[config.mk]
export PLATFORM = sky130hd
export DESIGN_NAME = i2c_init_sequencer
export DESIGN_NICKNAME = d
export VERILOG_FILES = /design/src/rtl/i2c_init_pkg.sv /design/src/rtl/i2c_init_delay_timer.sv /design/src/rtl/i2c_init_sequencer.sv
export SDC_FILE = /design/constraint.sdc
export NUM_CORES = 1
export LEC_CHECK = 0
export ABC_AREA = 1
export ABC_CLOCK_PERIOD_IN_PS = 4500
export CORE_MARGIN = 2
export CORE_UTILIZATION = 51
export CTS_CLUSTER_SIZE = 10
export DETAILED_ROUTE_END_ITERATION = 16
export PLACE_DENSITY_LB_ADDON = 0.08
export SYNTH_ARGS = -nofsm -noshare
export SYNTH_HDL_FRONTEND = slang
export SYNTH_HIERARCHICAL = 1
export SYNTH_SLANG_ARGS = --single-unit
[constraint.sdc]
create_clock -name clk -period 4.5 [get_ports clk]
set_clock_uncertainty 0.05 [all_clocks]
set_input_delay 0.45 -clock clk [delete_from_list [all_inputs] [get_ports clk]]
set_output_delay 0.45 -clock clk [all_outputs]
set_load 0.05 [all_outputs]
[src/rtl/i2c_init_pkg.sv]
// Shared types and constants for the I2C register-initialisation sequencer.
// Optional build macro I2C_INIT_READBACK_VERIFY_EN adds the read-back verify states.
package i2c_init_pkg;

  // State encoding is exported unchanged on state_out.
  typedef enum logic [3:0] {
    ST_IDLE         = 4'd0,
    ST_FETCH        = 4'd1,
    ST_DECODE       = 4'd2,
    ST_DELAY        = 4'd3,
    ST_ISSUE        = 4'd4,
    ST_WAIT_RSP     = 4'd5,
    ST_NEXT         = 4'd6,
    ST_DONE         = 4'd7,
    ST_FAIL         = 4'd8
`ifdef I2C_INIT_READBACK_VERIFY_EN
    ,
    ST_VERIFY_ISSUE = 4'd9,
    ST_VERIFY_WAIT  = 4'd10
`endif
  } state_t;

  // Table word layout: {reg[15:8], data[7:0]}.
  localparam int TBL_REG_MSB  = 15;
  localparam int TBL_REG_LSB  = 8;
  localparam int TBL_DATA_MSB = 7;
  localparam int TBL_DATA_LSB = 0;

  // Register value that turns a table entry into a delay of data * DELAY_UNIT cycles.
  localparam logic [7:0] DEFAULT_DELAY_MARKER = 8'hFF;

  // Retry counter width; covers MAX_RETRIES up to 15.
  localparam int RETRY_W = 4;

endpackage

[src/rtl/i2c_init_delay_timer.sv]
// Delay timer: load a unit count, then expire after count * UNIT cycles.
// A count of zero expires in the first cycle after the load.
// The expired output is high during the final counted cycle, so a caller that
// leaves its wait state on expired spends exactly count * UNIT cycles there.
module i2c_init_delay_timer #(
  parameter int UNIT  = 50000,
  parameter int CNT_W = 8
) (
  input  logic             clk,
  input  logic             reset,
  input  logic             load,
  input  logic             clear,
  input  logic [CNT_W-1:0] count,
  output logic             expired
);

  localparam int              TICK_W    = (UNIT > 1) ? $clog2(UNIT) : 1;
  localparam logic [TICK_W-1:0] TICK_LAST = TICK_W'(UNIT - 1);

  logic [CNT_W-1:0]  units;
  logic [TICK_W-1:0] tick;
  logic              active;

  // Expire on the last tick of the last unit, or at once for a zero count.
  always_comb begin
    expired = active && ((units == '0) ||
                         ((units == CNT_W'(1)) && (tick == TICK_LAST)));
  end

  // Unit/tick down-counter; clear and reset abandon a running delay.
  always_ff @(posedge clk) begin
    if (reset || clear) begin
      active <= 1'b0;
      units  <= '0;
      tick   <= '0;
    end else if (load) begin
      active <= 1'b1;
      units  <= count;
      tick   <= '0;
    end else if (active) begin
      if (expired) begin
        active <= 1'b0;
      end else if (tick == TICK_LAST) begin
        tick  <= '0;
        units <= units - 1'b1;
      end else begin
        tick <= tick + 1'b1;
      end
    end
  end

endmodule

[src/rtl/i2c_init_sequencer.sv]
// I2C register-initialisation sequencer: walks an external {reg, data} table and
// issues one I2C write per entry, with NACK retries, delay entries and restart.
// Optional build macro I2C_INIT_READBACK_VERIFY_EN adds a read-back check of
// every written register (ports req_rd / rsp_rdata).
//
// Request handshake: req_valid rises only in an issue state and stays high with
// req_reg/req_data/req_rd unchanged until the cycle where req_valid && req_ready,
// which is the acceptance; exactly one request is then outstanding until the
// single-cycle rsp_valid pulse, which is ignored in every other state.
module i2c_init_sequencer
  import i2c_init_pkg::*;
#(
  parameter int         NUM_ENTRIES  = 31,
  parameter logic [7:0] DEV_ADDR     = 8'h72,
  parameter int         MAX_RETRIES  = 3,
  parameter logic [7:0] DELAY_MARKER = DEFAULT_DELAY_MARKER,
  parameter int         DELAY_UNIT   = 50000,
  parameter int         IDX_W        = 8
) (
  input  logic             clk,
  input  logic             reset,
  input  logic             start,
  output logic [IDX_W-1:0] tbl_idx,
  input  logic [15:0]      tbl_data,
  output logic             req_valid,
  input  logic             req_ready,
  output logic [7:0]       req_dev,
  output logic [7:0]       req_reg,
  output logic [7:0]       req_data,
  input  logic             rsp_valid,
  input  logic             rsp_nack,
  output logic             busy,
  output logic             done,
  output logic             error,
  output logic [IDX_W-1:0] err_idx,
`ifdef I2C_INIT_READBACK_VERIFY_EN
  output logic             req_rd,
  input  logic [7:0]       rsp_rdata,
`endif
  output logic [3:0]       state_out
);

  state_t               state, state_d;
  logic [IDX_W-1:0]     idx;
  logic [RETRY_W-1:0]   retry;
  logic [7:0]           entry_reg, entry_data;
  logic                 restart_pending;
  logic                 timer_expired;

  // Control strobes from the next-state logic to the datapath registers.
  logic restart, latch_entry, inc_idx, inc_retry, clr_retry;
  logic set_done, set_error, set_pending, timer_load;
  logic can_retry;

  assign can_retry = (retry < RETRY_W'(MAX_RETRIES));
  assign tbl_idx   = idx;
  assign req_dev   = DEV_ADDR;
  assign req_reg   = entry_reg;
  assign req_data  = entry_data;
  assign state_out = state;
  assign busy      = !((state == ST_IDLE) || (state == ST_DONE) || (state == ST_FAIL));

  i2c_init_delay_timer #(
    .UNIT  (DELAY_UNIT),
    .CNT_W (8)
  ) u_delay_timer (
    .clk     (clk),
    .reset   (reset),
    .load    (timer_load),
    .clear   (restart),
    .count   (tbl_data[TBL_DATA_MSB:TBL_DATA_LSB]),
    .expired (timer_expired)
  );

  // State register.
  always_ff @(posedge clk) begin
    if (reset) state <= ST_IDLE;
    else       state <= state_d;
  end

  // Next-state, request outputs and datapath strobes.
  always_comb begin
    state_d     = state;
    req_valid   = 1'b0;
`ifdef I2C_INIT_READBACK_VERIFY_EN
    req_rd      = 1'b0;
`endif
    restart     = 1'b0;
    latch_entry = 1'b0;
    inc_idx     = 1'b0;
    inc_retry   = 1'b0;
    clr_retry   = 1'b0;
    set_done    = 1'b0;
    set_error   = 1'b0;
    set_pending = 1'b0;
    timer_load  = 1'b0;
    case (state)
      ST_IDLE, ST_DONE, ST_FAIL: begin
        if (start) begin
          restart = 1'b1;
          state_d = ST_FETCH;
        end
      end
      ST_FETCH: begin
        if (start) begin
          restart = 1'b1;
          state_d = ST_FETCH;
        end else begin
          state_d = ST_DECODE;
        end
      end
      ST_DECODE: begin
        if (start) begin
          restart = 1'b1;
          state_d = ST_FETCH;
        end else begin
          latch_entry = 1'b1;
          if (tbl_data[TBL_REG_MSB:TBL_REG_LSB] == DELAY_MARKER) begin
            timer_load = 1'b1;
            state_d    = ST_DELAY;
          end else begin
            state_d = ST_ISSUE;
          end
        end
      end
      ST_DELAY: begin
        if (start) begin
          restart = 1'b1;
          state_d = ST_FETCH;
        end else if (timer_expired) begin
          state_d = ST_NEXT;
        end
      end
      // A start here cannot withdraw the request; it is remembered instead.
      ST_ISSUE: begin
        req_valid   = 1'b1;
        set_pending = start;
        if (req_ready) state_d = ST_WAIT_RSP;
      end
      ST_WAIT_RSP: begin
        set_pending = start;
        if (rsp_valid) begin
          if (restart_pending || start) begin
            restart = 1'b1;
            state_d = ST_FETCH;
          end else if (!rsp_nack) begin
`ifdef I2C_INIT_READBACK_VERIFY_EN
            state_d = ST_VERIFY_ISSUE;
`else
            state_d = ST_NEXT;
`endif
          end else if (can_retry) begin
            inc_retry = 1'b1;
            state_d   = ST_ISSUE;
          end else begin
            set_error = 1'b1;
            state_d   = ST_FAIL;
          end
        end
      end
`ifdef I2C_INIT_READBACK_VERIFY_EN
      ST_VERIFY_ISSUE: begin
        req_valid   = 1'b1;
        req_rd      = 1'b1;
        set_pending = start;
        if (req_ready) state_d = ST_VERIFY_WAIT;
      end
      // A NACKed or mismatching read costs one attempt and retries from the write.
      ST_VERIFY_WAIT: begin
        set_pending = start;
        if (rsp_valid) begin
          if (restart_pending || start) begin
            restart = 1'b1;
            state_d = ST_FETCH;
          end else if (!rsp_nack && (rsp_rdata == entry_data)) begin
            state_d = ST_NEXT;
          end else if (can_retry) begin
            inc_retry = 1'b1;
            state_d   = ST_ISSUE;
          end else begin
            set_error = 1'b1;
            state_d   = ST_FAIL;
          end
        end
      end
`endif
      ST_NEXT: begin
        if (start) begin
          restart = 1'b1;
          state_d = ST_FETCH;
        end else begin
          clr_retry = 1'b1;
          if (idx == IDX_W'(NUM_ENTRIES - 1)) begin
            set_done = 1'b1;
            state_d  = ST_DONE;
          end else begin
            inc_idx = 1'b1;
            state_d = ST_FETCH;
          end
        end
      end
      default: state_d = ST_IDLE;
    endcase
  end

  // Index, retry, entry latch and sticky status registers.
  always_ff @(posedge clk) begin
    if (reset) begin
      idx             <= '0;
      retry           <= '0;
      entry_reg       <= '0;
      entry_data      <= '0;
      done            <= 1'b0;
      error           <= 1'b0;
      err_idx         <= '0;
      restart_pending <= 1'b0;
    end else begin
      if (restart) begin
        idx             <= '0;
        retry           <= '0;
        done            <= 1'b0;
        error           <= 1'b0;
        err_idx         <= '0;
        restart_pending <= 1'b0;
      end else begin
        if (set_pending) restart_pending <= 1'b1;
        if (inc_idx)     idx <= idx + 1'b1;
        if (clr_retry)      retry <= '0;
        else if (inc_retry) retry <= retry + 1'b1;
        if (set_done) done <= 1'b1;
        if (set_error) begin
          error   <= 1'b1;
          err_idx <= idx;
        end
      end
      if (latch_entry) begin
        entry_reg  <= tbl_data[TBL_REG_MSB:TBL_REG_LSB];
        entry_data <= tbl_data[TBL_DATA_MSB:TBL_DATA_LSB];
      end
    end
  end

endmodule

==> impl_metrics.ini <==
[status]
run_status = finished clean

[synthesis]
ys_seq_area_frac = 0.351
synth_warnings = 6
synthesis.instances = 593
ys_seq_elements = 68
synth_area_per_cell_um2 = 6.55
netlist-cell-type-count = 35
netlist_area_um2 = 3880

[cts]
cts.clk_slew.worst_paths_ns = 0.07
post_cts_resized = 0
clock_latency_ns = 0.35
clock_sink_count = 68
postCtsSetupBuffers = 0
clk_path_buf_depth = 2
count_of_h_tree_levels_built_during_cts = 3
tritoncts = built
cts-root-buf = sky130_fd_sc_hd__clkbuf_8
cts-buffers-inserted = 9
hold_buffers = 0

[cells_and_area]
largest-register = u_delay_timer/tick
share_of_layout_cells_above_drive_strength_1 = 0.0750
largest_reg_flops = 16
fin_nets = 677
n_fill_cell = 661
antenna-diode-count = 0
syn_to_final_growth_pct = 20.7

[routing]
vias = 3812
drt_first_pass_iters = 5
dr.first_iter.drc_count = 148
routed_via_density = 5.07
drt_wl_total_um = 9010
drc = 0
wl_per_cell_um = 12.0
route.antenna.remaining_nets = 0

[floorplan]
initial_core_util = 0.532
floorplan.core_area_um2 = 7290
placementRows = 31
fp.dieW_um = 91.2
floorplan.die_area_um2 = 8320
die-height_um = 91.2
io-pin-count = 70

[sta]
tightestPinTransition_ns = 0.928
hold_slack_ns = 0.383
rsz0062_at_grt = no
maxSlewHeadroom = 0.379
slew_viol_final = 0
fmax_ghz = 0.383
final_tns_setup_ns = 0
timing.final.setup_violations = 0
final.min_clock_period_ns = 2.61
final_hold_viol_count = 0
final_period_util = 0.581

[global_route]
grt_max_degree = 26
grt_util_met1 = 0.285
number_of_antenna_violations_at_the_first_check_in_global_routing = 0
wire_length_of_the_first_global_routing_pass_um = 15100
grt_usage = 0.222
grt-busiest-layer = met2
met2_usage = 0.363
first_global_vias = 3380
globalRouteMet3Util = 0.0398
grt_overflow_total = 0

[setup_path]
ff2ff_setup_slack_ns = 2.18
worstPathCellList = inv_1, nor2_1, nand2_1, o21ai_0, inv_1, clkdlybuf4s50_1
critical_path.endpoint_type = primary output
worst_reg2reg_path_depth = 9
cp_data_required_time_ns = 4.00
worstReg2RegEnd = u_delay_timer/tick[13]
cp_slowest_cell = sky130_fd_sc_hd__clkdlybuf4s50_1
critPathLaunchType = flip-flop
regToRegStartpoint = state_out[2]
arrival_ns = 2.11
path_common_cell = sky130_fd_sc_hd__inv_1
worst_setup_path_startpoint = state_out[2]
critical_path_class = reg -> out
crit_path_max_fanout = 7
cpPeakStageDelay_ns = 0.70

[place]
gpl.final_weighted_congestion = 0.882
dp.final_hpwl_um = 6680
port_buffers = 61

[min_path]
timing.hold.worst.start = retry[3]
worstHoldPathType = reg -> reg
holdPathStages = 2
hold_end = retry[3]

[power_and_ir_drop]
power-per-cell-area_nw_per_um2 = 276
vdd.ir_drop.worst_mv = 0.176
static-leakage-power_uw = 0.00180
p_total_uw = 1290

[run]
cap_viol_max_count = 0
## placed cells by master, fill, tap and decap left out, types with 2 or more instances in the layout
cell type,count
sky130_fd_sc_hd__a21oi_1,60
sky130_fd_sc_hd__a31oi_1,2
sky130_fd_sc_hd__clkbuf_1,2
sky130_fd_sc_hd__clkbuf_8,11
sky130_fd_sc_hd__clkdlybuf4s50_1,61
sky130_fd_sc_hd__clkinvlp_4,2
sky130_fd_sc_hd__conb_1,8
sky130_fd_sc_hd__dfxtp_1,68
sky130_fd_sc_hd__ha_1,7
sky130_fd_sc_hd__inv_1,66
sky130_fd_sc_hd__inv_2,6
sky130_fd_sc_hd__nand2_1,166
sky130_fd_sc_hd__nand2_2,3
sky130_fd_sc_hd__nand3_1,36
sky130_fd_sc_hd__nand3_2,6
sky130_fd_sc_hd__nand3b_1,2
sky130_fd_sc_hd__nand4_1,6
sky130_fd_sc_hd__nor2_1,73
sky130_fd_sc_hd__nor2_2,5
sky130_fd_sc_hd__nor2_4,6
sky130_fd_sc_hd__nor3_1,9
sky130_fd_sc_hd__o21ai_0,21
sky130_fd_sc_hd__xor2_1,13
## per-layer routing
metal  up-vias  wire [µm]
met4         0        152
met1      1730       4030
met3        16        507
met5         -          0
met2       108       4310
li1       1958          -
## synthesized netlist by cell type
cell type | n | area, µm²
sky130_fd_sc_hd__nor3_1 | 9 | 45.0
sky130_fd_sc_hd__xor2_1 | 13 | 114
sky130_fd_sc_hd__clkinv_1 | 1 | 3.75
sky130_fd_sc_hd__nor2_2 | 5 | 31.3
sky130_fd_sc_hd__nand2_2 | 3 | 18.8
sky130_fd_sc_hd__nor2_1 | 73 | 274
sky130_fd_sc_hd__dfxtp_1 | 68 | 1360
sky130_fd_sc_hd__buf_4 | 10 | 75.1
sky130_fd_sc_hd__nand3b_1 | 2 | 15.0
sky130_fd_sc_hd__buf_2 | 6 | 30.0
sky130_fd_sc_hd__or2_2 | 1 | 6.26
sky130_fd_sc_hd__inv_2 | 6 | 22.5
sky130_fd_sc_hd__inv_1 | 66 | 248
sky130_fd_sc_hd__a21oi_2 | 1 | 8.76
sky130_fd_sc_hd__and2_1 | 1 | 6.26
sky130_fd_sc_hd__buf_6 | 4 | 45.0
sky130_fd_sc_hd__nand3_1 | 36 | 180
sky130_fd_sc_hd__o21ai_0 | 21 | 105
sky130_fd_sc_hd__nand4_4 | 1 | 21.3
sky130_fd_sc_hd__nand2_1 | 166 | 623
sky130_fd_sc_hd__or2_0 | 1 | 6.26
sky130_fd_sc_hd__a31oi_1 | 2 | 12.5
sky130_fd_sc_hd__conb_1 | 2 | 7.51
sky130_fd_sc_hd__nor3_2 | 1 | 10.0
sky130_fd_sc_hd__a21oi_1 | 60 | 300
sky130_fd_sc_hd__nand4_1 | 6 | 37.5
sky130_fd_sc_hd__nor2_4 | 6 | 67.6
sky130_fd_sc_hd__clkbuf_1 | 4 | 15.0
sky130_fd_sc_hd__clkinv_2 | 1 | 5.00
sky130_fd_sc_hd__nand3_2 | 6 | 60.1
sky130_fd_sc_hd__o21ai_1 | 1 | 5.00
sky130_fd_sc_hd__o21ai_2 | 1 | 8.76
sky130_fd_sc_hd__inv_4 | 1 | 6.26
sky130_fd_sc_hd__ha_1 | 7 | 87.6
sky130_fd_sc_hd__nand3_4 | 1 | 17.5
## critical path: cells and delay by family (launching register included)
family	cells	cell delay, ns
buf+inv	3	0.88
flops	1	0.47
compound gates	1	0.16
simple gates	2	0.26
## report_power, final
part	switching, µW	total, µW	internal [µW]
Combinational	105	155	50.1
Sequential	8.30	616	608
Clock	236	523	287
Total	349	1290	945
## how the worst max path moves through the flow
stage	endpoint	slack (ns)	cells past startpoint
2_1_floorplan	state_out[0]	2.23	8
3_3_place_gp	u_delay_timer/tick[15]	1.77	10
3_5_place_dp	u_delay_timer/tick[15]	1.69	10
4_1_cts	busy	1.90	5
5_1_grt	busy	1.68	5
6_report	busy	1.89	6
## metrics by stage
stage                     instance area [µm²]  utilization  instances  setup slack, ns
after global placement                   4480        0.614        736             1.77
after detailed placement                 4480        0.614        736             1.69
final                                    4680        0.642        752             1.89
after floorplan                          3900            -        599             2.23
after global routing                     4680        0.642        752             1.68
after CTS                                4680        0.642        752             1.90
## cells by family (layout without fill, tap and decap cells)
family          after synthesis  after routing  synth area share
compound gates               86             86             0.113
simple gates                318            318             0.366
flops                        68             68             0.351
fa+ha+maj                     7              7            0.0226
buf+inv                      99            153             0.116
xor+xnor                     13             13            0.0293
other cells                   2              8           0.00193
## layout make-up
| class | instances | area, µm² | share of cell area |
|---|---|---|---|
| tap | 99 | 124 | 0.0264 |
| multi-input combinational | 432 | 2090 | 0.447 |
| inverter | 75 | 285 | 0.0609 |
| sequential | 68 | 1360 | 0.291 |
| timing repair buffer | 62 | 618 | 0.132 |
| clock inverter | 3 | 45.0 | 0.00962 |
| clock buffer | 13 | 159 | 0.0339 |
Power figures use the tool's default switching activity.
